==> config.mk <==
export PLATFORM = sky130hd
export DESIGN_NAME = serial_adder
export DESIGN_NICKNAME = d
export VERILOG_FILES = /design/src/rtl/serial_adder.sv
export SDC_FILE = /design/constraint.sdc
export NUM_CORES = 1
export LEC_CHECK = 0
export ABC_AREA = 1
export CAP_MARGIN = 20
export CORE_MARGIN = 4
export CORE_UTILIZATION = 30
export DETAILED_ROUTE_END_ITERATION = 6
export GPL_TIMING_DRIVEN = 0
export PLACE_DENSITY_LB_ADDON = 0.25
export SLEW_MARGIN = 10
export SYNTH_ARGS = -nofsm -noshare
export SYNTH_HDL_FRONTEND = slang
export SYNTH_SLANG_ARGS = --single-unit
==> constraint.sdc <==
create_clock -name clk -period 3.7 [get_ports clk]
set_input_delay 0.37 -clock clk [delete_from_list [all_inputs] [get_ports clk]]
set_output_delay 0.37 -clock clk [all_outputs]
set_load 0.02 [all_outputs]
==> src/rtl/serial_adder.sv <==
// Bit-serial ripple adder: one full-adder cell and a carry flop, LSB first.
// Define SERIAL_ADDER_OVF_EN to add the signed-overflow output ovf.
module serial_adder #(
  parameter int WIDTH = 8
) (
  input  logic             clk,
  input  logic             rst_n,
  input  logic             start,
  input  logic [WIDTH-1:0] a,
  input  logic [WIDTH-1:0] b,
  input  logic             cin,
  output logic             busy,
  output logic             done,
  output logic [WIDTH-1:0] sum,
`ifdef SERIAL_ADDER_OVF_EN
  output logic             ovf,
`endif
  output logic             cout
);

  localparam int CW = (WIDTH > 2) ? $clog2(WIDTH) : 1;

  typedef enum logic [1:0] {
    S_IDLE,
    S_RUN,
    S_DONE
  } state_t;

  state_t           r_state;
  logic [WIDTH-1:0] r_a;
  logic [WIDTH-1:0] r_b;
  logic [WIDTH-1:0] r_res;
  logic [WIDTH-1:0] r_sum;
  logic [CW-1:0]    r_cnt;
  logic             r_c;
  logic             r_cout;
  logic             r_busy;
  logic             r_done;
`ifdef SERIAL_ADDER_OVF_EN
  logic             r_ovf;
`endif

  logic             w_s;
  logic             w_c;
  logic             w_last;
  logic [WIDTH-1:0] w_res;

  assign w_s    = r_a[0] ^ r_b[0] ^ r_c;
  assign w_c    = (r_a[0] & r_b[0]) | (r_a[0] & r_c) | (r_b[0] & r_c);
  assign w_last = (r_cnt == CW'(WIDTH - 1));
  assign w_res  = {w_s, r_res[WIDTH-1:1]};

  always_ff @(posedge clk or negedge rst_n) begin
    if (!rst_n) begin
      r_state <= S_IDLE;
      r_a     <= '0;
      r_b     <= '0;
      r_res   <= '0;
      r_sum   <= '0;
      r_cnt   <= '0;
      r_c     <= 1'b0;
      r_cout  <= 1'b0;
      r_busy  <= 1'b0;
      r_done  <= 1'b0;
`ifdef SERIAL_ADDER_OVF_EN
      r_ovf   <= 1'b0;
`endif
    end else begin
      unique case (r_state)
        S_IDLE, S_DONE: begin
          r_done <= 1'b0;
          if (start) begin
            r_a     <= a;
            r_b     <= b;
            r_c     <= cin;
            r_cnt   <= '0;
            r_busy  <= 1'b1;
            r_state <= S_RUN;
          end else begin
            r_state <= S_IDLE;
          end
        end
        S_RUN: begin
          r_a   <= r_a >> 1;
          r_b   <= r_b >> 1;
          r_c   <= w_c;
          r_res <= w_res;
          r_cnt <= r_cnt + CW'(1);
          // Final bit: publish result in the same edge that enters DONE
          if (w_last) begin
            r_sum   <= w_res;
            r_cout  <= w_c;
`ifdef SERIAL_ADDER_OVF_EN
            r_ovf   <= r_c ^ w_c;
`endif
            r_busy  <= 1'b0;
            r_done  <= 1'b1;
            r_state <= S_DONE;
          end
        end
        default: begin
          r_busy  <= 1'b0;
          r_done  <= 1'b0;
          r_state <= S_IDLE;
        end
      endcase
    end
  end

  assign busy = r_busy;
  assign done = r_done;
  assign sum  = r_sum;
  assign cout = r_cout;
`ifdef SERIAL_ADDER_OVF_EN
  assign ovf  = r_ovf;
`endif

endmodule

---- After elaboration in Yosys (flattened, before gate mapping) ----
Cells that the tools add are included.
cells by class
  add/sub/neg operators ................... 1
  muxes and demuxes ....................... 16
  eq/ne operators ......................... 5
  bitwise logic cells ..................... 7
  reductions and logical operators ........ 6
operator list
  cell                   count
  $pmux W8 S2            2
  $mux W8                2
  $mux W1                6
  $pmux W3 S2            1
  $reduce_and A2 Y1      3
  $ne A2 B2 Y1 const B   2
  $pmux W1 S2            2
  $pmux W2 S2            1
  $add A3 B1 Y3 const B  1
  $and A1 B1 Y1          3
  $eq A3 B3 Y1 const B   1
  $mux W3                1
  $eq A2 B1 Y1 const B   1
  $eq A2 B2 Y1 const B   1
  $logic_not A2 Y1       1
  $mux W2                1
  $or A1 B1 Y1           2
  $reduce_bool A2 Y1     1
  $reduce_or A2 Y1       1
  $xor A1 B1 Y1          2
word-level totals
  output and inout bits ................... 11
  bits of input ports ..................... 20
  word-level logic and storage cells ...... 45
  register bits after elaboration ......... 41

---- Longest topological paths before layout ----
Gate-level depths: netlist of the first run.
  word-level depth ........................ 4
  depth in mapped cells ................... 8
  depth with buffers taken out ............ 6

---- Worst setup path after synthesis of the first run ----
No wires, ideal clock.
  kind .................................... reg-to-reg
  start point ............................. register r_cnt[0]
  end point ............................... register r_sum[7], in the netlist sum[7]
  data arrival time ....................... 1159 ps
  buffers on the path ..................... 1
  required time ........................... 3626 ps
  cell stages (with the launch flop) ...... 7
  library setup time ...................... 74 ps
  path slack .............................. 2467 ps
  clock period less this slack ............ 1233 ps
  path through ............................ dfrtp_1 -> ha_1 -> ha_1 -> nand2_4 -> buf_6 -> nand2_1 -> o21ai_2
on the way
  cells in the longest elaborated chain, start to end .. 2
RTL lines
  item                         line  source
  from (decl)                  34    logic [CW-1:0] r_cnt;
  from (signal assigned)       88    r_cnt <= r_cnt + CW'(1);
  $eq A3 B3 Y1                 50    assign w_last = (r_cnt == CW'(WIDTH - 1));
  $reduce_and A2 Y1 (no line)  n/a
  to (signal assigned)         91    r_sum <= w_res;
  to (decl)                    33    logic [WIDTH-1:0] r_sum;
Every way passes these cells.
A chain may end at the register's enable or synchronous reset.

---- Worst setup path after layout of the first run ----
  start point ............................. register r_done, in the netlist done
  end point ............................... output port done
RTL lines
  item                    line  source
  from (decl)             38    logic r_done;
  from (signal assigned)  64    r_done <= 1'b0;
  from (signal assigned)  71    r_done <= 1'b0;
  from (signal assigned)  97    r_done <= 1'b1;
  to (decl)               13    output logic done,
No word-level cell between the ends.

==> run metrics, run 1 <==
CTS resizes=0; Fmax=569 MHz; WL/cell=11.5 µm; Die Y=86.9 µm; worst slew pin tran=0.375 ns; Placed Cells=328; Via-to-Cell Ratio=4.34; first-pass GRT wire length=6.82 mm; clock slew at reported path FFs=0.08 ns; share of cells above drive strength 1=13.4%; initial antenna violation count=0; WP buf/inv=1; Tot GR Track Use=11.5%; final antenna-violating net count=0; pwr dens=846 nW/µm²; Yosys Warn Count=0; Hold Violations, Final=0; fin crit period=1.76 ns; routability cong.=0.749; Slowest-stage cell, CP=clkdlybuf4s50_1; Switch Pwr=0.838 mW; RSZ-0062 raised after global routing=no; Cells after Synth=222; EDFF count, synth=0; # fillers=644; Synth top area share=52.2%; Die W=86.9 µm; Final setup viols=0; FF/Latch Area=976 µm²; complex-gate fraction of the synthesized area=6.96%; root buffer cell=clkbuf_8; NumNets Final=284; post-synthesis register bit count=39; clock tree sinks=39; ant diodes=0; synthesized area=1870 µm²; VDD IR-drop max=0.275 mV; grt total ovfl=0; most frequent cell after synthesis=nand2_1; Synth area leaders=dfrtp_1 (52%), nand2_1 (15%), nand3_1 (8.0%); Longest Clk Path Bufs=2; IO buf count=30; H-tree levels=2; critical-path cell list=clkdlybuf4s50_1; Post-Synth Simple-Gate Area=25.6%; mux contribution to synthesized area=0%; sequential power share=36.3%; vias in the first global route=1512; Pint=1.18 mW; Critical Path Source Type=register; net count after synthesis=245; Clock power frac=15.4%; core footprint=5990 µm²; multi-input logic area=654 µm²; drt total wl=3.88 mm; Post-Synth Adder-Cell Area=2.41%; critical path type=reg -> out; Starting DRT DRC Count=40; via count=1464; Initial Utilization=31.2%; Synth Area in XOR/XNOR=0%; Relative slew margins=75.0%; Tightest Hold Check Type=reg -> reg; status=complete, no violations; CTS tree=done; Rows=28; placed wire-length estimate=2.83 mm; largest family of logic cells by synthesized area=simple AND/OR/NAND/NOR gates; worst slack, placed=2.15 ns; prevailing post-synth register cell=dfrtp_1; clock skew=0.00796 ns; Final Slew Violations=0; slowest cell delay on critical path=0.64 ns; Crit Path Max Fanout=4; Yosys cell types=19; Final WS setup=1.94 ns; largest net degree at the start of global routing=26; Comb pwr share=48.3%; Net Sw Frac=41.5%; Ports=31; CP arrival=1.39 ns; CTS Buf Count=5; CP Data Required Time=3.33 ns; Total Power=2.02 mW; final worst path period share=47.5%; setup TNS=0 ns; ys async rst share=100%; most frequent cells after synthesis=nand2_1 (73), dfrtp_1 (39), inv_1 (39); Pre-antenna DRT Iters=4; top cell type by total area after synthesis=dfrtp_1; die area=7560 µm²; fin cells=337; DRC errors left=0; Synth-to-Final Area Change=27.7%; critical path endpoint category=primary output; Syn Area/Cell=8.42 µm²; Clock Latency Late Sink=0.29 ns; register area share after synthesis=52.2%; Max-cap violations=0; Top delay family on crit path=buffers and inverters; Leak=1.25 nW
[path summary, 6_finish.rpt]
kind / startpoint / end / slack (ns) / depth (start not counted)
worst max register to register: r_cnt[0]$_DFFE_PN0P_ / sum[7]$_DFFE_PN0P_ / 2.35 / 6
worst min-delay path: r_b[1]$_DFFE_PN0P_ / r_b[1]$_DFFE_PN0P_ / 0.48 / 2
max in group asynchronous: rst_n / r_b[3]$_DFFE_PN0P_ / 2.71 / 3
worst max-delay path: done$_DFFE_PN0P_ / done / 1.94 / 1
min in group asynchronous: rst_n / cout$_DFFE_PN0P_ / 0.52 / 2
worst min register to register: r_b[1]$_DFFE_PN0P_ / r_b[1]$_DFFE_PN0P_ / 0.48 / 2
[per-stage QoR]
step                      hold WS (ns)  util (%)  area (µm²)
after floorplan                 0.0744         -        1870
after global placement           0.457      37.8        2260
after detailed placement         0.305      38.0        2280
after CTS                        0.486      39.8        2390
after global routing             0.513      39.8        2390
final                            0.482      39.8        2390
[repair_timing]
item | in CTS | in global routing
setup buffers | 0 | 0
hold buffers | 1 | 0
endpoints found under the hold margin | 14 | 0
[power by group through the flow]
| stage | clock (mW) | sequential [mW] | combinational [mW] |
|---|---|---|---|
| floorplan | 0 | 0.779 | 0.656 |
| global placement | 0 | 0.736 | 0.979 |
| detailed placement | 0 | 0.741 | 0.997 |
| CTS | 0.319 | 0.736 | 1.00 |
| global route | 0.336 | 0.758 | 1.12 |
| finish | 0.312 | 0.733 | 0.975 |
[layout make-up]
class	count	area share, %
flip-flops and latches	39	40.9
repair buffers	32	13.6
clock buffers	6	3.46
well taps	75	3.93
multi-input cells	132	27.4
plain buffers	9	3.09
inverters	42	6.92
clock inverters	2	0.681
[worst min-delay path, stage by stage, from the launching register on]
cell and delay [ns]:
dfrtp_1 0.34, nand2_1 0.05, nand2_1 0.06
[per-layer routing]
metal	vias to the layer above	global-route usage, %	share of wire (%)	wire length, µm
li1	751	-	-	-
met1	688	14.8	48	1860
met2	20	18.5	48	1850
met3	5	3.22	2.9	114
met4	0	4.25	1.4	54
met5	-	0	0	0
[cells by family (layout without fill, tap and decap cells)]
group / count (synthesis) / count (layout)
adders and majority gates: 3 / 3
AOI/OAI and AO/OA: 20 / 20
buffers and inverters: 51 / 91
and+or+nand+nor: 109 / 109
DFF: 39 / 39
[flip-flops by register name, indices dropped and copies added, names as in the netlist]
register / count
sum: 8
r_cnt: 3
r_a: 8
r_b: 8
r_c: 1
r_res: 7
busy: 1
cout: 1
done: 1
r_state: 1
[cell usage in the layout (no fill, tap or decap), drive strengths merged, types with 2 or more instances in the layout]
| cell type | count |
|---|---|
| inv | 42 |
| o21ai | 19 |
| ha | 2 |
| nand2 | 77 |
| nand3 | 30 |
| clkdlybuf4s50 | 29 |
| clkbuf | 6 |
| dfrtp | 39 |
| buf | 11 |
| nor2 | 2 |
No activity file was read; power rests on OpenSTA's default activity.
==> inputs of run 2 (changes only) <==
==> constraint.sdc (replaced) <==
create_clock -name clk -period 1.4 [get_ports clk]
set_input_delay 0.14 -clock clk [delete_from_list [all_inputs] [get_ports clk]]
set_output_delay 0.14 -clock clk [all_outputs]
set_load 0.02 [all_outputs]
==> run metrics, run 2 (same netlist as run 1, synthesis figures left out) <==
status=complete, no violations; Starting DRT DRC Count=35; r2r worst-path depth=6; H-tree levels=2; Relative slew margins=76.0%; worst slack, placed=0.0546 ns; CTS tree=done; WL/cell=11.6 µm; initial antenna violation count=0; WP buf/inv=2; routability cong.=0.749; largest net degree at the start of global routing=26; grt total ovfl=0; Max-cap violations=0; CP Data Required Time=1.59 ns; CTS Buf Count=5; setup bufs post-CTS=0; critical path type=reg -> reg; core footprint=5990 µm²; Reg2Reg Setup Slack=0.13 ns; Initial Utilization=31.2%; DRC errors left=0; vias in the first global route=1512; VDD IR-drop max=0.701 mV; Die W=86.9 µm; Tot GR Track Use=11.5%; critical path endpoint category=register; Tightest Hold Check Type=in -> async; Final setup viols=0; Top delay family on crit path=flip-flops; placed wire-length estimate=2.83 mm; worst r2r src=done$_DFFE_PN0P_; root buffer cell=clkbuf_8; clock tree sinks=39; Placed Cells=328; Longest Clk Path Bufs=2; Ports=31; Crit Path Max Fanout=10; die area=7560 µm²; ant diodes=0; critical-path cell list=inv_2 -> nand2_4 -> buf_2 -> nand2_1 -> nand3_1 -> nand2_1; worst slew pin tran=0.361 ns; pwr dens=2200 nW/µm²; commonest non-fill, non-tap cell in the layout=nand2_1; clock slew at reported path FFs=0.08 ns; most used cell, CP=nand2_1; Critical Path Source Type=register; RR Endpoint=r_b[6]$_DFFE_PN0P_; IO buf count=30; fin cells=337; drt total wl=3.90 mm; Die Y=86.9 µm; clock skew=0.00802 ns; Final WS setup=0.127 ns; final antenna-violating net count=0; Pre-antenna DRT Iters=4; Clock Latency Late Sink=0.29 ns; Final Slew Violations=0; Synth-to-Final Area Change=27.8%; Slowest-stage cell, CP=dfrtp_1; first-pass GRT wire length=6.82 mm; Leak=1.30 nW; Hold Violations, Final=0; Total Power=5.26 mW; Rows=28; final worst path period share=91.0%; Hold Slack=0.282 ns; Via-to-Cell Ratio=4.35; RSZ-0062 raised after global routing=no; CP arrival=1.46 ns; slowest cell delay on critical path=0.45 ns; share of cells above drive strength 1=13.7%; Fmax=785 MHz; via count=1466; most frequent cells in the layout=nand2_1 (73), inv_1 (39), dfrtp_1 (39), nand3_1 (30), clkdlybuf4s50_1 (18); fin crit period=1.27 ns; NumNets Final=284
## run 2: cell count changes in the layout (fill, tap and decap cells not counted), sizes merged
cell / change
dlygate4sd2: +10
dlymetal6s2s: +1
clkdlybuf4s50: -11
## run 2: metrics by stage
| stage | util, % | instance area, µm² | TNS [ns] |
|---|---|---|---|
| after floorplan | - | 1870 | 0 |
| after global routing | 39.9 | 2390 | 0 |
| after detailed placement | 38.0 | 2280 | 0 |
| after global placement | 37.8 | 2260 | -32.75 |
| after CTS | 39.6 | 2370 | 0 |
| final | 39.9 | 2390 | 0 |
## run 2: worst max-delay path by stage
stage | from | end | slack, ns | cells after the start
CTS | cout$_DFFE_PN0P_ | cout | 0.002 | 1
floorplan | r_cnt[0]$_DFFE_PN0P_ | sum[7]$_DFFE_PN0P_ | 0.17 | 6
global placement | rst_n | r_a[7]$_DFFE_PN0P_ | -0.84 | 1
finish | done$_DFFE_PN0P_ | r_b[6]$_DFFE_PN0P_ | 0.13 | 6
detailed placement | r_cnt[0]$_DFFE_PN0P_ | sum[7]$_DFFE_PN0P_ | 0.05 | 6
global route | done$_DFFE_PN0P_ | r_b[5]$_DFFE_PN0P_ | 0.0002 | 7
## run 2: area by class of cell
cell class / count / area, µm²
flip-flops and latches: 39 / 976
plain buffers: 9 / 82.6
fillers: 644 / 3600
clock buffers: 6 / 82.6
multi-input cells: 132 / 657
repair buffers: 32 / 315
clock inverters: 2 / 16.3
inverters: 42 / 165
well taps: 75 / 93.8
## run 2: per-layer routing
| metal | global-route usage [%] | share of wire (%) | vias to the layer above | wire (µm) |
|---|---|---|---|---|
| li1 | - | - | 751 | - |
| met1 | 14.8 | 47 | 690 | 1850 |
| met2 | 18.5 | 48 | 20 | 1880 |
| met3 | 3.22 | 2.9 | 5 | 112 |
| met4 | 4.25 | 1.4 | 0 | 54 |
| met5 | 0 | 0 | - | 0 |
## run 2: worst register-to-register path, stage by stage, from the launching register on
cell and delay [ns]:
dfrtp_1 0.45, inv_2 0.13, nand2_4 0.10, buf_2 0.23, nand2_1 0.09, nand3_1 0.11
nand2_1 0.05
## run 2: power by group
part	internal [mW]	leakage (nW)	switching (mW)
registers	1.66	0.484	0.274
clock network	0.402	0.0474	0.421
logic	0.993	0.764	1.52
## run 2: repair_timing
item / 4_1_cts / 5_1_grt
setup endpoints to repair: 10 / 4
resized for setup: 10 / 4
pin swaps: 0 / 1
hold endpoints to repair: 14 / 0
hold buffers: 1 / 0
==> inputs of run 3 (changes only) <==
--- a/config.mk
+++ b/config.mk
@@ -6,10 +6,10 @@
 export NUM_CORES = 1
 export LEC_CHECK = 0
 export ABC_AREA = 1
-export CAP_MARGIN = 20
 export CORE_MARGIN = 4
 export CORE_UTILIZATION = 30
 export DETAILED_ROUTE_END_ITERATION = 6
+export GPL_ROUTABILITY_DRIVEN = 0
 export GPL_TIMING_DRIVEN = 0
 export PLACE_DENSITY_LB_ADDON = 0.25
 export SLEW_MARGIN = 10
==> results of run 3 <==
No change in the layout: final DEF, timing and power equal those of run 2.
